==> config.mk <==
export PLATFORM = sky130hd
export DESIGN_NAME = alu_ctrl_mdu
export DESIGN_NICKNAME = d
export VERILOG_FILES = /design/src/rtl/alu_pkg.sv /design/src/rtl/mdu_iter.sv /design/src/rtl/alu_ctrl_mdu.sv
export SDC_FILE = /design/constraint.sdc
export NUM_CORES = 1
export LEC_CHECK = 0
export ABC_CLOCK_PERIOD_IN_PS = 5800
export BUFFER_PORTS_ARGS = -buffer_cell sky130_fd_sc_hd__buf_2
export CELL_PAD_IN_SITES_DETAIL_PLACEMENT = 1
export CELL_PAD_IN_SITES_GLOBAL_PLACEMENT = 2
export CORE_MARGIN = 5
export CORE_UTILIZATION = 30
export CTS_CLUSTER_SIZE = 24
export DETAILED_ROUTE_END_ITERATION = 12
export GPL_ROUTABILITY_DRIVEN = 0
export GPL_TIMING_DRIVEN = 0
export PLACE_DENSITY = 0.79
export SYNTH_ARGS = -nofsm -noshare
export SYNTH_HDL_FRONTEND = slang
export SYNTH_HIERARCHICAL = 1
export SYNTH_SLANG_ARGS = --single-unit
==> constraint.sdc <==
create_clock -name clk -period 5.8 [get_ports clk]
set_input_delay 1.16 -clock clk [delete_from_list [all_inputs] [get_ports clk]]
set_output_delay 1.16 -clock clk [all_outputs]
set_load 0.005 [all_outputs]
==> src/rtl/alu_pkg.sv <==
// rtl/alu_pkg.sv - ALU op codes, MDU funct3 encodings, MDU FSM states and the base decode
package alu_pkg;

  localparam logic [3:0] ALU_ADD  = 4'h0;
  localparam logic [3:0] ALU_SUB  = 4'h1;
  localparam logic [3:0] ALU_AND  = 4'h2;
  localparam logic [3:0] ALU_OR   = 4'h3;
  localparam logic [3:0] ALU_BEQ  = 4'h4;
  localparam logic [3:0] ALU_SLT  = 4'h5;
  localparam logic [3:0] ALU_XOR  = 4'h6;
  localparam logic [3:0] ALU_SLL  = 4'h7;
  localparam logic [3:0] ALU_SRL  = 4'h8;
  localparam logic [3:0] ALU_SRA  = 4'h9;
  localparam logic [3:0] ALU_SLTU = 4'hA;
  localparam logic [3:0] ALU_BNE  = 4'hB;
  localparam logic [3:0] ALU_BGE  = 4'hC;
  localparam logic [3:0] ALU_BGEU = 4'hD;

  typedef enum logic [2:0] {
    MD_MUL    = 3'b000,
    MD_MULH   = 3'b001,
    MD_MULHSU = 3'b010,
    MD_MULHU  = 3'b011,
    MD_DIV    = 3'b100,
    MD_DIVU   = 3'b101,
    MD_REM    = 3'b110,
    MD_REMU   = 3'b111
  } md_f3_e;

  localparam logic [1:0] ST_IDLE = 2'd0;
  localparam logic [1:0] ST_RUN  = 2'd1;
  localparam logic [1:0] ST_DONE = 2'd2;

  function automatic logic [3:0] alu_decode(input logic [1:0] sel, input logic [2:0] f3,
                                            input logic op, input logic f7_5);
    logic [3:0] code;
    code = ALU_ADD;
    case (sel)
      2'b01: begin
        case (f3)
          3'b000:  code = ALU_BEQ;
          3'b001:  code = ALU_BNE;
          3'b100:  code = ALU_SLT;
          3'b101:  code = ALU_BGE;
          3'b110:  code = ALU_SLTU;
          3'b111:  code = ALU_BGEU;
          default: code = ALU_SUB;
        endcase
      end
      2'b10: begin
        case (f3)
          3'b000:  code = (op && f7_5) ? ALU_SUB : ALU_ADD;
          3'b001:  code = ALU_SLL;
          3'b010:  code = ALU_SLT;
          3'b011:  code = ALU_SLTU;
          3'b100:  code = ALU_XOR;
          3'b101:  code = f7_5 ? ALU_SRA : ALU_SRL;
          3'b110:  code = ALU_OR;
          default: code = ALU_AND;
        endcase
      end
      default: code = ALU_ADD;
    endcase
    return code;
  endfunction

endpackage

==> src/rtl/mdu_iter.sv <==
// rtl/mdu_iter.sv - iterative RV32M unit: radix-2 shift-add multiply / restoring divide on one shared register
module mdu_iter
  import alu_pkg::*;
#(
  parameter int XLEN = 32
) (
  input  logic            clk,
  input  logic            rst_n,
  input  logic            start,
  input  logic            flush,
  input  logic [2:0]      f3,
  input  logic [XLEN-1:0] rs1,
  input  logic [XLEN-1:0] rs2,
  output logic [XLEN-1:0] result,
  output logic            done
);

  localparam int CW = $clog2(XLEN);

  logic [1:0]        state;
  logic [CW-1:0]     cnt;
  logic [2*XLEN-1:0] acc;
  logic [XLEN-1:0]   opb;
  logic [2:0]        fn;
  logic              neg;

  logic              is_div, a_sgn, b_sgn, a_neg, b_neg, neg_in, div_zero, div_ovf;
  logic [XLEN-1:0]   a_mag, b_mag, fast_res, div_val, div_fix, final_res;
  logic [XLEN:0]     mul_sum, rem_sh, diff;
  logic [2*XLEN-1:0] mul_nxt, div_nxt, acc_nxt, prod;

  // Operands are reduced to magnitudes; one sign flag fixes up the result at the end.
  always_comb begin
    is_div   = f3[2];
    a_sgn    = is_div ? ~f3[0] : (f3[1:0] != 2'b11);
    b_sgn    = is_div ? ~f3[0] : ~f3[1];
    a_neg    = a_sgn & rs1[XLEN-1];
    b_neg    = b_sgn & rs2[XLEN-1];
    a_mag    = a_neg ? -rs1 : rs1;
    b_mag    = b_neg ? -rs2 : rs2;
    neg_in   = (is_div && f3[1]) ? a_neg : (a_neg ^ b_neg);
    div_zero = is_div && (rs2 == '0);
    div_ovf  = is_div && !f3[0] && (rs1 == {1'b1, {(XLEN-1){1'b0}}}) && (&rs2);
    if (div_zero) fast_res = f3[1] ? rs1 : '1;
    else          fast_res = f3[1] ? '0 : rs1;
  end

  // acc holds {hi, lo}: product/multiplier for mul, remainder/quotient for div.
  always_comb begin
    mul_sum   = {1'b0, acc[2*XLEN-1:XLEN]} + (acc[0] ? {1'b0, opb} : '0);
    mul_nxt   = {mul_sum, acc[XLEN-1:1]};
    rem_sh    = {acc[2*XLEN-1:XLEN], acc[XLEN-1]};
    diff      = rem_sh - {1'b0, opb};
    div_nxt   = diff[XLEN] ? {rem_sh[XLEN-1:0], acc[XLEN-2:0], 1'b0}
                           : {diff[XLEN-1:0], acc[XLEN-2:0], 1'b1};
    acc_nxt   = fn[2] ? div_nxt : mul_nxt;
    prod      = neg ? -acc_nxt : acc_nxt;
    div_val   = fn[1] ? acc_nxt[2*XLEN-1:XLEN] : acc_nxt[XLEN-1:0];
    div_fix   = neg ? -div_val : div_val;
    if (fn[2])               final_res = div_fix;
    else if (fn[1:0] == 2'b00) final_res = prod[XLEN-1:0];
    else                     final_res = prod[2*XLEN-1:XLEN];
  end

  always_ff @(posedge clk or negedge rst_n) begin
    if (!rst_n) begin
      state  <= ST_IDLE;
      cnt    <= '0;
      acc    <= '0;
      opb    <= '0;
      fn     <= '0;
      neg    <= 1'b0;
      result <= '0;
    end else if (flush) begin
      state <= ST_IDLE;
    end else begin
      case (state)
        ST_IDLE: begin
          if (start) begin
            fn  <= f3;
            neg <= neg_in;
            opb <= b_mag;
            acc <= {{XLEN{1'b0}}, a_mag};
            cnt <= CW'(XLEN - 1);
            if (div_zero || div_ovf) begin
              result <= fast_res;
              state  <= ST_DONE;
            end else begin
              state <= ST_RUN;
            end
          end
        end
        ST_RUN: begin
          acc <= acc_nxt;
          cnt <= cnt - 1'b1;
          if (cnt == '0) begin
            result <= final_res;
            state  <= ST_DONE;
          end
        end
        default: state <= ST_IDLE;
      endcase
    end
  end

  assign done = (state == ST_DONE) && !flush;

endmodule

==> src/rtl/alu_ctrl_mdu.sv <==
// rtl/alu_ctrl_mdu.sv - EX-stage ALU decoder with optional iterative RV32M unit and stall handshake
module alu_ctrl_mdu
  import alu_pkg::*;
#(
  parameter int XLEN     = 32,
  parameter int M_EXT    = 1,
  parameter int ALU_OP_W = 4
) (
  input  logic                clk,
  input  logic                rst_n,
  input  logic                valid_i,
  input  logic                flush_i,
  input  logic [1:0]          sel,
  input  logic [2:0]          f3,
  input  logic                op,
  input  logic                f7_5,
  input  logic                f7_0,
  input  logic [XLEN-1:0]     rs1_i,
  input  logic [XLEN-1:0]     rs2_i,
  output logic [ALU_OP_W-1:0] alu_op,
  output logic                md_sel,
  output logic [XLEN-1:0]     md_result,
  output logic                md_done,
  output logic                stall_o
);

  logic [3:0] code;
  logic       mdu_op;

  assign code    = alu_decode(sel, f3, op, f7_5);
  assign alu_op  = ALU_OP_W'(code);
  assign mdu_op  = (M_EXT != 0) && valid_i && (sel == 2'b10) && op && f7_0;
  assign md_sel  = mdu_op;
  assign stall_o = mdu_op && !md_done && !flush_i;

  if (M_EXT != 0) begin : g_mdu
    mdu_iter #(.XLEN(XLEN)) u_mdu (
      .clk    (clk),
      .rst_n  (rst_n),
      .start  (mdu_op),
      .flush  (flush_i),
      .f3     (f3),
      .rs1    (rs1_i),
      .rs2    (rs2_i),
      .result (md_result),
      .done   (md_done)
    );
  end else begin : g_no_mdu
    logic unused_mdu;
    assign unused_mdu = ^{clk, rst_n, valid_i, f7_0, rs1_i, rs2_i};
    assign md_result  = '0;
    assign md_done    = 1'b0;
  end

endmodule

======== Word level (Yosys, flattened, before mapping) ========
Cells that the tools add are included.
storage, ports and cells
  bits in registers ....................... 139
  bits in latches ......................... 0
  memory bits (writable) .................. 0
  bits in read-only memories .............. 0
  bits of input ports ..................... 76
  output and inout port bits .............. 39
  word-level logic and storage cells ...... 99
  memories ................................ 0
cells by class
  $add $sub $neg .......................... 7
  multiply operators ...................... 0
  divide/modulo/power cells ............... 0
  $lt $le $gt $ge ......................... 0
  equality and inequality tests ........... 18
  shift operators ......................... 0
  mux-type cells .......................... 34
  bitwise logic cells ..................... 6
  reduce and logical (&&, ||, !) cells .... 27
operator list
  kind                                                                   number
  32-bit 2-to-1 mux                                                      13
  64-bit 2-to-1 mux                                                      4
  64-bit one-hot mux with 2 select lines                                 1
  32-bit negation                                                        3
  64-bit negation                                                        1
  32-bit one-hot mux with 2 select lines                                 1
  32-bit by 33-bit adder with 33-bit output                              1
  33-bit by 32-bit subtractor with 33-bit output                         1
  32-bit equality test, second input constant                            1
  32-bit logical NOT                                                     1
  32-bit AND reduction                                                   1
  4-bit one-hot mux with 7 select lines                                  1
  4-bit one-hot mux with 6 select lines                                  1
  3-bit equality test, second input constant                             4
  1-bit logical AND                                                      12
  5-bit one-hot mux with 2 select lines                                  1
  2-bit 2-to-1 mux                                                       4
  4-bit one-hot mux with 2 select lines                                  1
  3-bit by 2-bit equality test with 1-bit output, second input constant  2
  3-bit AND reduction                                                    2
  5-bit logical NOT                                                      1
  1-bit 2-to-1 mux                                                       5
  5-bit 2-to-1 mux                                                       1
  5-bit AND reduction                                                    1
  18 further kinds                                                       28

======== Logic depth before layout (Yosys ltp) ========
  depth in word-level cells ............... 9
  gate-level depth with buffers ........... 26
  gate-level depth less buffers ........... 25

======== Hierarchy ========
Netlist, hierarchy kept.
by module, submodules not included
  module        instances  cells each  area an instance (um^2)  seq. area each (um^2)
  mdu_iter      1          2267        16555.9                  3478.3
  alu_ctrl_mdu  1          37          235.2                    0.0

======== Worst setup path before layout ========
OpenSTA, ideal clock, no wires.
  path type ............................... register to register
  start ................................... register g_mdu.u_mdu.acc[31]
  end ..................................... register g_mdu.u_mdu.result[30]
  setup time .............................. 77 ps
  data arrival time ....................... 5193 ps
  data required time ...................... 5723 ps
  setup slack ............................. 530 ps
  stages on the path, launching flop included .. 27
  buffers on the path ..................... 2
  clock period less this slack ............ 5270 ps
  cells stage by stage .................... dfrtp_1 -> inv_1 -> ha_1 -> fa_1 -> nand2b_1 -> a21o_1 -> a21o_1 -> o211ai_1 -> a21oi_2 -> buf_6 -> xnor2_4 -> nand2_1 -> a21boi_0 -> ha_1 -> o2111ai_1 -> or3_1 -> or2_2 -> nor2_1 -> nand2_1 -> nor3_1 -> and3_1 -> clkbuf_1 -> nand4_1 -> nor4_1 -> mux2i_1 -> nand2_1 -> a21oi_1
between the ends
  word-level cells in the longest chain between the ends .. 9
  elaborated cells on any way between the ends .. 12
  those cells by class .................... add/sub (3); mux (9)
RTL lines
  item                                                         line                            text
  start, declared                                              mdu_iter.sv:22                  logic [2*XLEN-1:0] acc;
  start signal, assigned                                       mdu_iter.sv:83                  acc <= {{XLEN{1'b0}}, a_mag};
  start signal, assigned                                       mdu_iter.sv:94                  acc <= acc_nxt;
  33-bit by 32-bit subtractor with 33-bit output               mdu_iter.sv:53                  diff = rem_sh - {1'b0, opb};
  64-bit 2-to-1 mux                                            mdu_iter.sv:54                  div_nxt = diff[XLEN] ? {rem_sh[XLEN-1:0], acc[XLEN-2:0], 1'b0}
  64-bit 2-to-1 mux *                                          mdu_iter.sv:56                  acc_nxt = fn[2] ? div_nxt : mul_nxt;
  64-bit negation / 32-bit 2-to-1 mux (equally long branches)  mdu_iter.sv:57, mdu_iter.sv:58
  64-bit 2-to-1 mux / 32-bit negation (equally long branches)  mdu_iter.sv:57, mdu_iter.sv:59
  32-bit 2-to-1 mux (on tied branches)                         mdu_iter.sv:61, mdu_iter.sv:59
  32-bit 2-to-1 mux *                                          mdu_iter.sv:60                  if (fn[2]) final_res = div_fix;
  32-bit 2-to-1 mux *                                          mdu_iter.sv:96                  if (cnt == '0) begin
  32-bit one-hot mux with 2 select lines *                     mdu_iter.sv:77                  case (state)
  end signal, assigned                                         mdu_iter.sv:86                  result <= fast_res;
  end signal, assigned                                         mdu_iter.sv:97                  result <= final_res;
  end, declared                                                mdu_iter.sv:14                  output logic [XLEN-1:0] result,
Mark *: on every way between the ends. The rest lies on a longest branch, timed or not. The select of a mux whose other input is x is not followed.
A chain may end at the register's enable or synchronous reset.

======== Worst setup path in the final report ========
  start ................................... register g_mdu.u_mdu.fn[2]
  end ..................................... register g_mdu.u_mdu.result[25]
between the ends
  word-level cells in the longest chain between the ends .. 7
  elaborated cells on any way between the ends .. 10
  those cells by class .................... add/sub (2); mux (8)
RTL lines
  item                                                         line                            text
  start, declared                                              mdu_iter.sv:24                  logic [2:0] fn;
  start signal, assigned                                       mdu_iter.sv:71                  fn <= '0;
  start signal, assigned                                       mdu_iter.sv:80                  fn <= f3;
  64-bit 2-to-1 mux                                            mdu_iter.sv:56
  64-bit negation / 32-bit 2-to-1 mux (equally long branches)  mdu_iter.sv:57, mdu_iter.sv:58
  64-bit 2-to-1 mux / 32-bit negation (equally long branches)  mdu_iter.sv:57, mdu_iter.sv:59
  32-bit 2-to-1 mux (on tied branches)                         mdu_iter.sv:61, mdu_iter.sv:59
  32-bit 2-to-1 mux *                                          mdu_iter.sv:60
  32-bit 2-to-1 mux *                                          mdu_iter.sv:96
  32-bit one-hot mux with 2 select lines *                     mdu_iter.sv:77
Marks and branches as above.

==> impl_metrics.env <==
export IMPL_ir_drop_mv=0.286
export IMPL_grt_use_total=0.279
export IMPL_async_flop_share=1.00
export IMPL_routedWlPerCell_um=27.0
export IMPL_clock_path_buffers=2
export IMPL_clock_latency_ps=500
export IMPL_nFillCells=6914
export IMPL_setup_viol=1
export IMPL_ios=115
export IMPL_cp_arrival_ps=6170
export IMPL_worstHoldPathType="flip-flop to flip-flop"
export IMPL_cts_root_buf="clkbuf_16"
export IMPL_fin_crit_sh=1.00
export IMPL_switching_power_mw=7.64
export IMPL_yosys_warnings=6
export IMPL_p_leak_nw=8.07
export IMPL_syn2layout_area_growth_pct=16.2
export IMPL_worst_pin_slew_ps=1400
export IMPL_ys_flop_type="dfrtp_1"
export IMPL_max_slew_margin=0.0599
export IMPL_numPortBuffers=114
export IMPL_multi_input_area_um2=12800
export IMPL_totalWireLength_um=87000
export IMPL_crit_chain="clkbuf_4, buf_4, buf_2, buf_2, buf_2, buf_2, buf_2, buf_2, buf_2, clkbuf_4, buf_2, o21ai_0, a221oi_2, nor2_2"
export IMPL_synth_nets=2455
export IMPL_fp_row_count=86
export IMPL_hold_buffers=0
export IMPL_core_area_um2=55300
export IMPL_regArea_um2=3490
export IMPL_drt_pre_antenna_iters=6
export IMPL_internal_power_mw=5.34
export IMPL_grt_pass1_vias=20100
export IMPL_final_cells=3217
export IMPL_fp_dieH_um=247
export IMPL_htree_num_levels=4
export IMPL_seq_power_share=0.143
export IMPL_clock_skew_ps=19.1
export IMPL_status="finished, violations left"
export IMPL_numCtsBuffers=17
export IMPL_violations="setup timing"
export IMPL_syn_area_um2=16800
export IMPL_placedCellCount=3167
export IMPL_slowest_stage="dfrtp_2"
export IMPL_clkPwrFrac=0.093
export IMPL_p_total_mw=13.0
export IMPL_synth_distinct_cells=102
export IMPL_cp_common_cell="buf_2"
export IMPL_die_area_um2=60800
export IMPL_swShare=0.589
export IMPL_cp_max_fo=10
export IMPL_antenna_found_initial=2
export IMPL_clock_sinks=139
export IMPL_drv_cap=0
export IMPL_die_w_um=247
export IMPL_hpwlAfterDp_um=69500
export IMPL_mostFrequentLayoutCell="nand2_1"
export IMPL_whs_ps=474
export IMPL_synthCells=2304
export IMPL_overflow=0
export IMPL_combPwrFrac=0.764
export IMPL_post_route_min_period_ps=5810
export IMPL_via_per_inst=6.18
export IMPL_synth_edf_count=0
export IMPL_finalNetCount=2605
export IMPL_tns_ps=-5.18
export IMPL_drt_iter0_drc=1975
export IMPL_grt_max_degree=87
export IMPL_layout_common_cells="nand2_1 (273), o21ai_0 (219), a21oi_1 (208)"
export IMPL_min_path_cells=1
export IMPL_start_util=0.304
export IMPL_cts_clk_slew_worst_paths_ps=70
export IMPL_crit_path_end_kind="flip-flop"
export IMPL_drc=0
export IMPL_ys_seq_area_frac=0.207
export IMPL_worstPathRequired_ps=6170
export IMPL_slew_violations=0
export IMPL_critPathMaxStageDelay_ps=550
export IMPL_syn_avg_cell_area_um2=7.29
export IMPL_fin_ws_ps=-5.18
export IMPL_drive_gt1_frac=0.144
export IMPL_ant_nets=0
export IMPL_power_density_nw_per_um2=665
export IMPL_worstSetupPathType="flip-flop to flip-flop"
export IMPL_grt_pass1_wl_um=128000
export IMPL_cts_tree="done"
export IMPL_route_vias_total=19900
export IMPL_max_freq_mhz=172
export IMPL_final_hold_violation_count=0
export IMPL_ys_seq_elements=139
export IMPL_r2r_cells=14
export IMPL_critPathLaunchType="flip-flop"
export IMPL_post_route_util=0.353
## synth_stat cells, drive strengths merged (8+ instances only)
library cell,number,area [µm²]
nand2,276,1040
o21ai,232,1160
a21oi,216,1110
nor2,203,769
dfrtp,139,3480
clkbuf,104,394
xnor2,91,835
xor2,74,648
ha,73,913
inv,70,263
nand3,59,295
nor3,55,275
mux2i,51,514
and2,47,294
buf,38,215
o211ai,35,263
o31ai,35,282
mux2,31,357
nand4,31,194
nand2b,30,188
or3,29,186
a21o,28,210
a31oi,25,156
a211oi,23,173
o21a,22,165
nor4,20,138
nor2b,19,121
or2,18,113
a22o,16,140
and3,16,100
o22ai,12,75.1
a211o,9,78.8
a21boi,9,67.6
a221oi,9,85.1
a22oi,9,67.6
o41ai,9,101
or4,9,67.6
a41oi,8,70.1
o221ai,8,70.1
## power groups by stage
stage | logic (mW) | registers [mW] | clock network (mW)
2_1_floorplan | 6.22 | 1.56 | 0
3_3_place_gp | 8.89 | 1.84 | 0
3_5_place_dp | 9.07 | 1.85 | 0
4_1_cts | 9.41 | 1.83 | 1.23
5_1_grt | 10.4 | 1.87 | 1.26
6_report | 9.92 | 1.86 | 1.21
## routing by layer
metal / vias to the layer above / part of all wire / GRT usage
met4: 2 / 0.046 / 0.122
met3: 232 / 0.089 / 0.0702
met1: 9961 / 0.43 / 0.367
met5: - / 0.00020 / 0
met2: 953 / 0.44 / 0.434
li1: 8730 / - / -
## through the flow
step                      area, µm²  worst slack, ps
after floorplan               16800              530
after detailed placement      18300            -1950
after global placement        18300            -1930
after CTS                     19300            0.739
final                         19500            -5.18
after global routing          19500            -16.3
## registers in the layout, summed over array words and instances (netlist names)
signal              cells
g_mdu.u_mdu/fn          3
g_mdu.u_mdu/acc        64
g_mdu.u_mdu/state       2
g_mdu.u_mdu/opb        32
g_mdu.u_mdu/cnt         5
g_mdu.u_mdu/neg         1
g_mdu.u_mdu/result     32
## layout make-up
class,instances,area share
timing repair buffer,133,0.0381
antenna,2,0.000256
inverter,72,0.0140
tap,748,0.0480
clock buffer,19,0.0227
multi-input combinational,1951,0.657
clock inverter,13,0.00840
sequential,139,0.179
buffer,140,0.0324
## kinds of logic (layout without fill, tap and decap cells)
group | count (synthesis) | after routing | synth area share
simple gates | 844 | 844 | 0.241
flops | 139 | 139 | 0.207
other cells | 0 | 2 | 0
fa+ha+maj | 75 | 75 | 0.0568
compound gates | 784 | 784 | 0.301
mux | 83 | 83 | 0.0532
xor+xnor | 165 | 165 | 0.0883
buf+inv | 214 | 377 | 0.0524
## critical path, delay by kind of cell, from the launching register on
kind / cells / cell delay, ps
AO/OA/AOI/OAI: 2 / 540
AND/OR/NAND/NOR: 1 / 50
flip-flops: 1 / 550
buffers and inverters: 11 / 4500
## worst paths after layout
kind | start | slack [ps] | end
worst max-delay path | g_mdu.u_mdu/fn[2] | -5 | g_mdu.u_mdu/result[25]
worst min-delay path | g_mdu.u_mdu/result[2] | 470 | g_mdu.u_mdu/result[2]
worst max register to register | g_mdu.u_mdu/fn[2] | -5 | g_mdu.u_mdu/result[25]
worst min register to register | g_mdu.u_mdu/result[2] | 470 | g_mdu.u_mdu/result[2]
max in group asynchronous | rst_n | 4210 | g_mdu.u_mdu/opb[5]
min in group asynchronous | rst_n | 640 | g_mdu.u_mdu/result[2]
## what timing repair did
action,CTS,global route
pin swaps,8,11
resized for setup,75,43
setup endpoints to repair,49,27
setup buffers,8,10
cloned,0,0
Power figures use the tool's default switching activity.
